## src/rtl/usr_seq.sv

```systemverilog
// usr_seq: parametrised universal shift register.
// Single-cycle NOP/LOAD/CLR, plus shift-class ops (SHL, SHR, ROL, ROR, ASR)
// that are sequenced one bit per falling clock edge with a busy/done handshake.

module usr_seq #(
  parameter int WIDTH   = 8,
  parameter int SHAMT_W = 4
) (
  input  logic               clk,
  input  logic               rst_n,
  input  logic               start,
  input  logic [2:0]         op,
  input  logic [SHAMT_W-1:0] shamt,
  input  logic [WIDTH-1:0]   par_in,
  input  logic               ser_in_l,
  input  logic               ser_in_r,
  output logic [WIDTH-1:0]   q,
  output logic               ser_out,
  output logic               busy,
  output logic               done
);

  // Command codes
  localparam logic [2:0] OP_NOP  = 3'b000;
  localparam logic [2:0] OP_SHL  = 3'b001;
  localparam logic [2:0] OP_SHR  = 3'b010;
  localparam logic [2:0] OP_LOAD = 3'b011;
  localparam logic [2:0] OP_ROL  = 3'b100;
  localparam logic [2:0] OP_ROR  = 3'b101;
  localparam logic [2:0] OP_ASR  = 3'b110;
  localparam logic [2:0] OP_CLR  = 3'b111;

  // Register width expressed in the shift-amount width, used for clamping.
  localparam logic [SHAMT_W-1:0] WIDTH_C = SHAMT_W'(WIDTH);
  localparam logic [SHAMT_W-1:0] ONE_C   = SHAMT_W'(1);
  localparam logic [SHAMT_W-1:0] ZERO_C  = SHAMT_W'(0);

  typedef enum logic [0:0] {
    ST_IDLE  = 1'b0,
    ST_SHIFT = 1'b1
  } state_t;

  state_t               state_q, state_d;
  logic [WIDTH-1:0]     q_q, q_d;
  logic                 ser_q, ser_d;
  logic                 busy_q, busy_d;
  logic                 done_q, done_d;
  logic [2:0]           op_q, op_d;
  logic [SHAMT_W-1:0]   rem_q, rem_d;

  logic [SHAMT_W-1:0]   n_eff_s;
  logic [WIDTH:0]       step_idle_s;
  logic [WIDTH:0]       step_shift_s;

  // True for the ops that move bits one position per step.
  function automatic logic is_shift_op(input logic [2:0] o);
    logic r;
    case (o)
      OP_SHL, OP_SHR, OP_ROL, OP_ROR, OP_ASR: r = 1'b1;
      default:                                r = 1'b0;
    endcase
    return r;
  endfunction

  // One single-bit step: returns {ejected/wrapped bit, new register value}.
  function automatic logic [WIDTH:0] shift_step(
    input logic [2:0]       o,
    input logic [WIDTH-1:0] v,
    input logic             sl,
    input logic             sr
  );
    logic [WIDTH:0] r;
    case (o)
      OP_SHL:  r = {v[WIDTH-1], v[WIDTH-2:0], sr};
      OP_SHR:  r = {v[0], sl, v[WIDTH-1:1]};
      OP_ROL:  r = {v[WIDTH-1], v[WIDTH-2:0], v[WIDTH-1]};
      OP_ROR:  r = {v[0], v[0], v[WIDTH-1:1]};
      OP_ASR:  r = {v[0], v[WIDTH-1], v[WIDTH-1:1]};
      default: r = {1'b0, v};
    endcase
    return r;
  endfunction

  // Clamp the requested amount to the register width.
  always_comb begin
    if (shamt > WIDTH_C) begin
      n_eff_s = WIDTH_C;
    end else begin
      n_eff_s = shamt;
    end
  end

  // Step results for a fresh command (live op) and for an ongoing shift (latched op).
  always_comb begin
    step_idle_s  = shift_step(op,   q_q, ser_in_l, ser_in_r);
    step_shift_s = shift_step(op_q, q_q, ser_in_l, ser_in_r);
  end

  // Next-state and datapath decode; every register holds unless a case below changes it.
  always_comb begin
    state_d = state_q;
    q_d     = q_q;
    ser_d   = ser_q;
    op_d    = op_q;
    rem_d   = rem_q;
    busy_d  = 1'b0;
    done_d  = 1'b0;

    case (state_q)
      ST_IDLE: begin
        if (start) begin
          if (is_shift_op(op)) begin
            if (n_eff_s == ZERO_C) begin
              // Zero-length shift: nothing moves, ser_out holds.
              done_d = 1'b1;
            end else begin
              // First step happens on the accepting edge.
              ser_d = step_idle_s[WIDTH];
              q_d   = step_idle_s[WIDTH-1:0];
              op_d  = op;
              rem_d = n_eff_s - ONE_C;
              if (n_eff_s != ONE_C) begin
                state_d = ST_SHIFT;
                busy_d  = 1'b1;
              end else begin
                done_d = 1'b1;
              end
            end
          end else begin
            case (op)
              OP_LOAD: q_d = par_in;
              OP_CLR:  q_d = {WIDTH{1'b0}};
              default: q_d = q_q;
            endcase
            done_d = 1'b1;
          end
        end else begin
          state_d = ST_IDLE;
        end
      end

      ST_SHIFT: begin
        ser_d = step_shift_s[WIDTH];
        q_d   = step_shift_s[WIDTH-1:0];
        rem_d = rem_q - ONE_C;
        if (rem_q == ONE_C) begin
          state_d = ST_IDLE;
          done_d  = 1'b1;
        end else begin
          busy_d = 1'b1;
        end
      end

      default: begin
        state_d = ST_IDLE;
        rem_d   = ZERO_C;
      end
    endcase
  end

  // State and output registers; all updates happen on the falling clock edge.
  always_ff @(negedge clk or negedge rst_n) begin
    if (!rst_n) begin
      state_q <= ST_IDLE;
      q_q     <= {WIDTH{1'b0}};
      ser_q   <= 1'b0;
      busy_q  <= 1'b0;
      done_q  <= 1'b0;
      op_q    <= OP_NOP;
      rem_q   <= ZERO_C;
    end else begin
      state_q <= state_d;
      q_q     <= q_d;
      ser_q   <= ser_d;
      busy_q  <= busy_d;
      done_q  <= done_d;
      op_q    <= op_d;
      rem_q   <= rem_d;
    end
  end

  assign q       = q_q;
  assign ser_out = ser_q;
  assign busy    = busy_q;
  assign done    = done_q;

  usr_seq_chk #(.SHAMT_W(SHAMT_W)) u_chk (
    .clk      (clk),
    .rst_n    (rst_n),
    .busy     (busy_q),
    .done     (done_q),
    .in_shift (state_q == ST_SHIFT),
    .rem      (rem_q)
  );

endmodule

// usr_seq_chk: handshake invariants of the sequencer.
module usr_seq_chk #(
  parameter int SHAMT_W = 4
) (
  input logic               clk,
  input logic               rst_n,
  input logic               busy,
  input logic               done,
  input logic               in_shift,
  input logic [SHAMT_W-1:0] rem
);

  // done and busy are mutually exclusive.
  a_done_busy_excl: assert property (@(posedge clk) disable iff (!rst_n) !(done && busy));

  // busy mirrors the SHIFT state.
  a_busy_state: assert property (@(posedge clk) disable iff (!rst_n) busy == in_shift);

  // While shifting there is always at least one step left.
  a_rem_nonzero: assert property (@(posedge clk) disable iff (!rst_n) !in_shift || (rem != '0));

endmodule

```

## config.mk

```make
export PLATFORM = sky130hd
export DESIGN_NAME = usr_seq
export DESIGN_NICKNAME = d
export VERILOG_FILES = /design/src/rtl/usr_seq.sv
export SDC_FILE = /design/constraint.sdc
export NUM_CORES = 1
export LEC_CHECK = 0
export ABC_AREA = 1
export BUFFER_PORTS_ARGS = -buffer_cell sky130_fd_sc_hd__buf_2
export CELL_PAD_IN_SITES_DETAIL_PLACEMENT = 0
export CELL_PAD_IN_SITES_GLOBAL_PLACEMENT = 1
export CORE_ASPECT_RATIO = 0.9
export CORE_MARGIN = 5
export CORE_UTILIZATION = 28
export CTS_CLUSTER_SIZE = 8
export DETAILED_ROUTE_END_ITERATION = 10
export PLACE_DENSITY_LB_ADDON = 0.1
export RECOVER_POWER = 100
export SKIP_LAST_GASP = 1
export SLEW_MARGIN = 20
export SYNTH_ARGS = -nofsm -noshare
export SYNTH_HDL_FRONTEND = slang
export SYNTH_HIERARCHICAL = 1
export SYNTH_SLANG_ARGS = --single-unit
```

## constraint.sdc

```tcl
create_clock -name clk -period 1.5 [get_ports clk]
set_clock_uncertainty 0.05 [all_clocks]
set_input_delay 0.15 -clock clk [delete_from_list [all_inputs] [get_ports clk]]
set_output_delay 0.15 -clock clk [all_outputs]
set_load 0.005 [all_outputs]
```

==> Word-level counts from Yosys, hierarchy flattened <==
Cells that the tools add are included.
{ "word_totals": {"out_inout_bits": 11, "regBits": 18, "wordCells": 74, "in_bits": 20} }
{ "op_classes": {"n_bitwise": 2, "order_cmp": 1, "reduce_logical": 6, "n_mux": 31, "eq_ne": 25, "add_sub_neg": 2} }
{ "op_table": {"columns": ["cell", "count"], "rows": [
  ["$pmux 9 s5", 2],
  ["$pmux 8 s2", 2],
  ["$mux 8", 3],
  ["$eq 3x3->1 const B", 7],
  ["$mux 1", 16],
  ["$mux 4", 4],
  ["$eq 3x2->1 const B", 3],
  ["$ne 2x2->1 const B", 4],
  ["$pmux 4 s2", 1],
  ["$sub 4x1->4 const B", 2],
  ["$ne 7x2->1 const B", 1],
  ["$reduce_and 7->1", 1],
  ["$eq 3x1->1 const B", 2],
  ["$ne 3x3->1 const B", 2],
  ["$ne 6x1->1 const B", 1],
  ["$ne 6x2->1 const B", 1],
  ["$pmux 1 s2", 3],
  ["$ne 5x1->1 const B", 1],
  ["$reduce_and 5->1", 1],
  ["$reduce_or 5->1", 1],
  ["$eq 4x1->1 const B", 1],
  ["$gt 4x4->1 const B", 1],
  ["$logic_not 4->1", 1],
  ["$ne 4x1->1 const B", 1],
  ["4 further kinds", 5]
]} }

==> Depth between registers and ports, before layout <==
{ "depth": {"ltp_word": 8, "depth_mapped": 11, "ltp_nobuf": 11} }

==> flow_results.xml <==
<?xml version="1.0" encoding="UTF-8"?>
<metrics>
  <group name="worst_setup_path">
    <metric name="critPathRequiredTime" unit="ns">0.82</metric>
    <metric name="path_class" unit="">in -&gt; reg</metric>
    <metric name="crit_path_start_kind" unit="">primary input</metric>
    <metric name="cp_slowest_stage_delay" unit="ns">0.16</metric>
    <metric name="crit_arrival" unit="ns">1.15</metric>
    <metric name="critical_path.most_common_cell" unit="">sky130_fd_sc_hd__nand2_1</metric>
    <metric name="crit_path_max_fanout" unit="">7</metric>
    <metric name="cp_slowest_cell" unit="">sky130_fd_sc_hd__nand2_4</metric>
    <metric name="critical_path.cell_chain" unit="">buf_8 &gt; inv_12 &gt; nor2_4 &gt; inv_2 &gt; ha_4 &gt; nand3_4 &gt; nor2_2 &gt; nand2_2 &gt; nand2_4 &gt; nor2_8 &gt; nand2_1 &gt; nand2_1</metric>
    <metric name="endpoint_kind" unit="">flop</metric>
  </group>
  <group name="synth">
    <metric name="synth_area_leader_cell" unit="">sky130_fd_sc_hd__dfrtn_1</metric>
    <metric name="yosys.area_share.simple" unit="%">48.8</metric>
    <metric name="synth_adder_area_share" unit="%">3.21</metric>
    <metric name="synth_cell_types" unit="">22</metric>
    <metric name="synth-seq-area-share" unit="%">28.8</metric>
    <metric name="post-synth-top-count-cell" unit="">sky130_fd_sc_hd__nand2_1</metric>
    <metric name="syn_area" unit="sq um">1560</metric>
    <metric name="synth_common_cells" unit="">109 x sky130_fd_sc_hd__nand2_1, 27 x sky130_fd_sc_hd__nand3_1, 18 x sky130_fd_sc_hd__dfrtn_1, 18 x sky130_fd_sc_hd__inv_1, 17 x sky130_fd_sc_hd__o21ai_0</metric>
    <metric name="share_of_the_synthesized_area_in_compound_gates_ao_oa_aoi_oai" unit="%">9.86</metric>
    <metric name="syn-num-nets" unit="">268</metric>
    <metric name="synth.area.mux_share" unit="%">0</metric>
    <metric name="synth.yosys.warnings" unit="">6</metric>
    <metric name="dominant_combinational_cell_family_by_area_after_synthesis" unit="">simple AND/OR/NAND/NOR gates</metric>
    <metric name="post_synthesis_share_of_cell_area_spent_on_xor_and_xnor_gates" unit="%">1.68</metric>
    <metric name="netlist_top_cells_area" unit="">sky130_fd_sc_hd__dfrtn_1 29%, sky130_fd_sc_hd__nand2_1 26%, sky130_fd_sc_hd__nand3_1 8.7%, sky130_fd_sc_hd__o21ai_0 5.4%, sky130_fd_sc_hd__nand4_1 5.2%</metric>
    <metric name="postSynth.topFlopCell" unit="">sky130_fd_sc_hd__dfrtn_1</metric>
    <metric name="yosys.area.top_type_share" unit="%">28.8</metric>
    <metric name="avgSynthCellArea" unit="sq um">6.40</metric>
    <metric name="ys_ff_latch" unit="">18</metric>
    <metric name="synth-edff-count" unit="">0</metric>
    <metric name="postSynthCellCount" unit="">244</metric>
    <metric name="synth_async_sr_flop_share" unit="%">100</metric>
  </group>
  <group name="global_routing">
    <metric name="grtUsageTotal" unit="%">15.2</metric>
    <metric name="largest_net_degree_at_the_start_of_global_routing" unit="">19</metric>
    <metric name="antenna_found_initial" unit="">0</metric>
    <metric name="grt_first_pass_wirelength" unit="mm">8.55</metric>
    <metric name="grt_remaining_overflow" unit="">0</metric>
    <metric name="number_of_global_route_vias_before_repair" unit="">1818</metric>
  </group>
  <group name="finish">
    <metric name="final_layout_size_suffix_gt1_share" unit="%">38.1</metric>
    <metric name="final-instance-count-excl-fill" unit="">385</metric>
    <metric name="antennaDiodeCount" unit="">0</metric>
    <metric name="area_delta_synth_final" unit="%">48.6</metric>
    <metric name="fin_nets" unit="">344</metric>
    <metric name="nFillCells" unit="">572</metric>
  </group>
  <group name="floorplan">
    <metric name="die_width" unit="microns">88.7</metric>
    <metric name="core_area" unit="sq um">5320</metric>
    <metric name="io-pin-count" unit="">31</metric>
    <metric name="floorplan_die_height" unit="microns">80.8</metric>
    <metric name="floorplan.die_area" unit="sq um">7170</metric>
    <metric name="initial_cell_density_of_the_core" unit="%">29.4</metric>
    <metric name="core.rowCount" unit="">25</metric>
  </group>
  <group name="cts">
    <metric name="clockBufferDepth" unit="">2</metric>
    <metric name="cts-htree-levels" unit="">1</metric>
    <metric name="tritoncts" unit="">yes</metric>
    <metric name="worst_skew_pair.late_latency" unit="ns">0.27</metric>
    <metric name="cts_made_buffers" unit="">3</metric>
    <metric name="cts.sinks" unit="">18</metric>
    <metric name="postCtsHoldBufs" unit="">0</metric>
    <metric name="cts-root-buf" unit="">sky130_fd_sc_hd__clkbuf_8</metric>
    <metric name="clock_transition_at_the_registers_of_the_reported_paths" unit="ns">0.05</metric>
  </group>
  <group name="timing">
    <metric name="setup_viol" unit="">29</metric>
    <metric name="slew-limit-headroom" unit="%">67.3</metric>
    <metric name="setup_ws" unit="ns">-0.337</metric>
    <metric name="rsz_0062_raised_after_global_routing" unit="">true</metric>
    <metric name="finalHoldViolCount" unit="">0</metric>
    <metric name="finalHoldWorstSlack" unit="ns">0.458</metric>
    <metric name="slew_viol_final" unit="">0</metric>
    <metric name="worst-slew-pin-transition" unit="ns">0.491</metric>
  </group>
  <group name="pwr">
    <metric name="p_per_area" unit="nW/um^2">1610</metric>
    <metric name="power.leakage" unit="nW">1.24</metric>
    <metric name="vdd_drop_max" unit="uV">771</metric>
  </group>
  <group name="drt">
    <metric name="detail_route.vias_per_cell" unit="">4.65</metric>
    <metric name="routed_wl" unit="mm">5.17</metric>
    <metric name="ant_nets_after_route" unit="">0</metric>
    <metric name="drt_first_pass_iters" unit="">4</metric>
    <metric name="first_iter_violations" unit="">80</metric>
    <metric name="post_drt_wl_per_cell" unit="microns">13.4</metric>
    <metric name="vias" unit="">1792</metric>
    <metric name="drc" unit="">0</metric>
  </group>
  <group name="worst_hold_path">
    <metric name="min-delay-path-class" unit="">reg -&gt; reg</metric>
  </group>
  <group name="placement">
    <metric name="placed_cells" unit="">374</metric>
    <metric name="port-buffer-count" unit="">30</metric>
    <metric name="hpwl" unit="mm">3.83</metric>
    <metric name="gp_routability_congestion" unit="">0.797</metric>
  </group>
  <group name="run">
    <metric name="max_cap_viol_count" unit="">0</metric>
  </group>
  <group name="status">
    <metric name="run_status" unit="">complete, but fails checks</metric>
    <metric name="violations_in_the_final_reports" unit="">setup timing</metric>
  </group>
</metrics>
[routing by layer]
layer / up-vias / wire length, microns / part of all wire, % / global-route usage (%)
met1: 803 / 2420 / 47 / 20.4
li1: 948 / - / - / -
met3: 4 / 302 / 5.8 / 2.03
met4: 0 / 47 / 0.91 / 4.53
met2: 37 / 2400 / 46 / 25.4
met5: - / 0 / 0 / 0
[kinds of logic after synthesis]
group                      Yosys count
and+or+nand+nor                    170
buffers and inverters               27
AOI/OAI and AO/OA                   22
DFF                                 18
adders and majority gates            4
xor gates and xnor gates             3
[stage by stage]
stage | power [mW] | instance area [sq um] | setup WS [ns] | TNS [ns] | util (%)
after floorplan | 2.17 | 1620 | -0.476 | -7.30 | -
after global placement | 3.15 | 2120 | -0.753 | -12.16 | 39.9
after detailed placement | 3.14 | 2120 | -0.763 | -12.35 | 39.9
after CTS | 3.65 | 2250 | -0.314 | -7.62 | 42.4
after global routing | 4.11 | 2320 | -0.433 | -9.58 | 43.6
final | 3.74 | 2320 | -0.337 | -7.85 | 43.6
[cell type report]
cell class | instances | area [sq um] | share of cell area (%)
well taps | 67 | 83.8 | 3.61
clock buffers | 3 | 41.3 | 1.78
multi-input cells | 200 | 1110 | 48.1
repair buffers | 76 | 533 | 23.0
inverters | 21 | 96.3 | 4.15
flip-flops and latches | 18 | 450 | 19.4
[worst paths after layout]
path / from / endpoint / slack (ns) / depth (start not counted)
max in group asynchronous: rst_n / q[7] / 0.53 / 2
max reg2reg: busy / rem_q[2] / -0.06 / 7
min in group asynchronous: rst_n / rem_q[2] / 0.50 / 2
max: shamt[0] / q[2] / -0.34 / 12
min: rem_q[1] / rem_q[1] / 0.46 / 2
min reg2reg: rem_q[1] / rem_q[1] / 0.46 / 2
[repair_timing]
item | CTS | global route
setup buffers | 2 | 5
pin swaps | 22 | 2
gates cloned | 1 | 0
resized for setup | 23 | 10
endpoints found under the setup margin | 29 | 29
[cells in the final DEF (no fill, tap or decap)]
| cell | instances |
|---|---|
| sky130_fd_sc_hd__nand2_1 | 106 |
| sky130_fd_sc_hd__buf_4 | 42 |
| sky130_fd_sc_hd__buf_2 | 28 |
| sky130_fd_sc_hd__nand3_1 | 23 |
| sky130_fd_sc_hd__dfrtn_1 | 18 |
| sky130_fd_sc_hd__nand4_1 | 13 |
| sky130_fd_sc_hd__inv_1 | 12 |
| sky130_fd_sc_hd__nor2_1 | 10 |
| sky130_fd_sc_hd__o21ai_2 | 9 |
| sky130_fd_sc_hd__inv_2 | 6 |
| sky130_fd_sc_hd__o21ai_1 | 6 |
| sky130_fd_sc_hd__nand2_2 | 5 |
| sky130_fd_sc_hd__nand2_4 | 4 |
| sky130_fd_sc_hd__nand3_2 | 3 |
| sky130_fd_sc_hd__ha_1 | 3 |
| sky130_fd_sc_hd__clkbuf_8 | 3 |
| sky130_fd_sc_hd__inv_4 | 2 |
| sky130_fd_sc_hd__nor2_4 | 2 |
| sky130_fd_sc_hd__o21ai_0 | 2 |
| sky130_fd_sc_hd__o21ai_4 | 2 |
| sky130_fd_sc_hd__nor2_2 | 2 |
| sky130_fd_sc_hd__xor2_1 | 2 |
| sky130_fd_sc_hd__o211ai_1 | 2 |
| sky130_fd_sc_hd__buf_8 | 2 |
| sky130_fd_sc_hd__buf_6 | 2 |
| sky130_fd_sc_hd__inv_12 | 1 |
| sky130_fd_sc_hd__nand2_8 | 1 |
| sky130_fd_sc_hd__o211ai_4 | 1 |
| sky130_fd_sc_hd__nand3_4 | 1 |
| sky130_fd_sc_hd__nor2_8 | 1 |
| sky130_fd_sc_hd__xor2_2 | 1 |
| sky130_fd_sc_hd__ha_4 | 1 |
| sky130_fd_sc_hd__buf_12 | 1 |
| sky130_fd_sc_hd__clkbuf_2 | 1 |
[worst max-delay path: cells and delay by family]
family        cells  cell delay, ns
simple gates      8            0.64
fa+ha+maj         1            0.14
buf+inv           3            0.21
[registers in the layout, indices dropped and copies added, names as in the netlist]
| register | flops |
|---|---|
| q | 8 |
| rem_q | 4 |
| op_q | 3 |
| busy | 1 |
| done | 1 |
| ser_out | 1 |
[where the power goes]
part           internal (mW)  switching (mW)
clock                  0.178           0.168
combinational           1.06            1.49
sequential             0.728           0.119
total                   1.97            1.78
No activity file was read; power rests on OpenSTA's default activity.
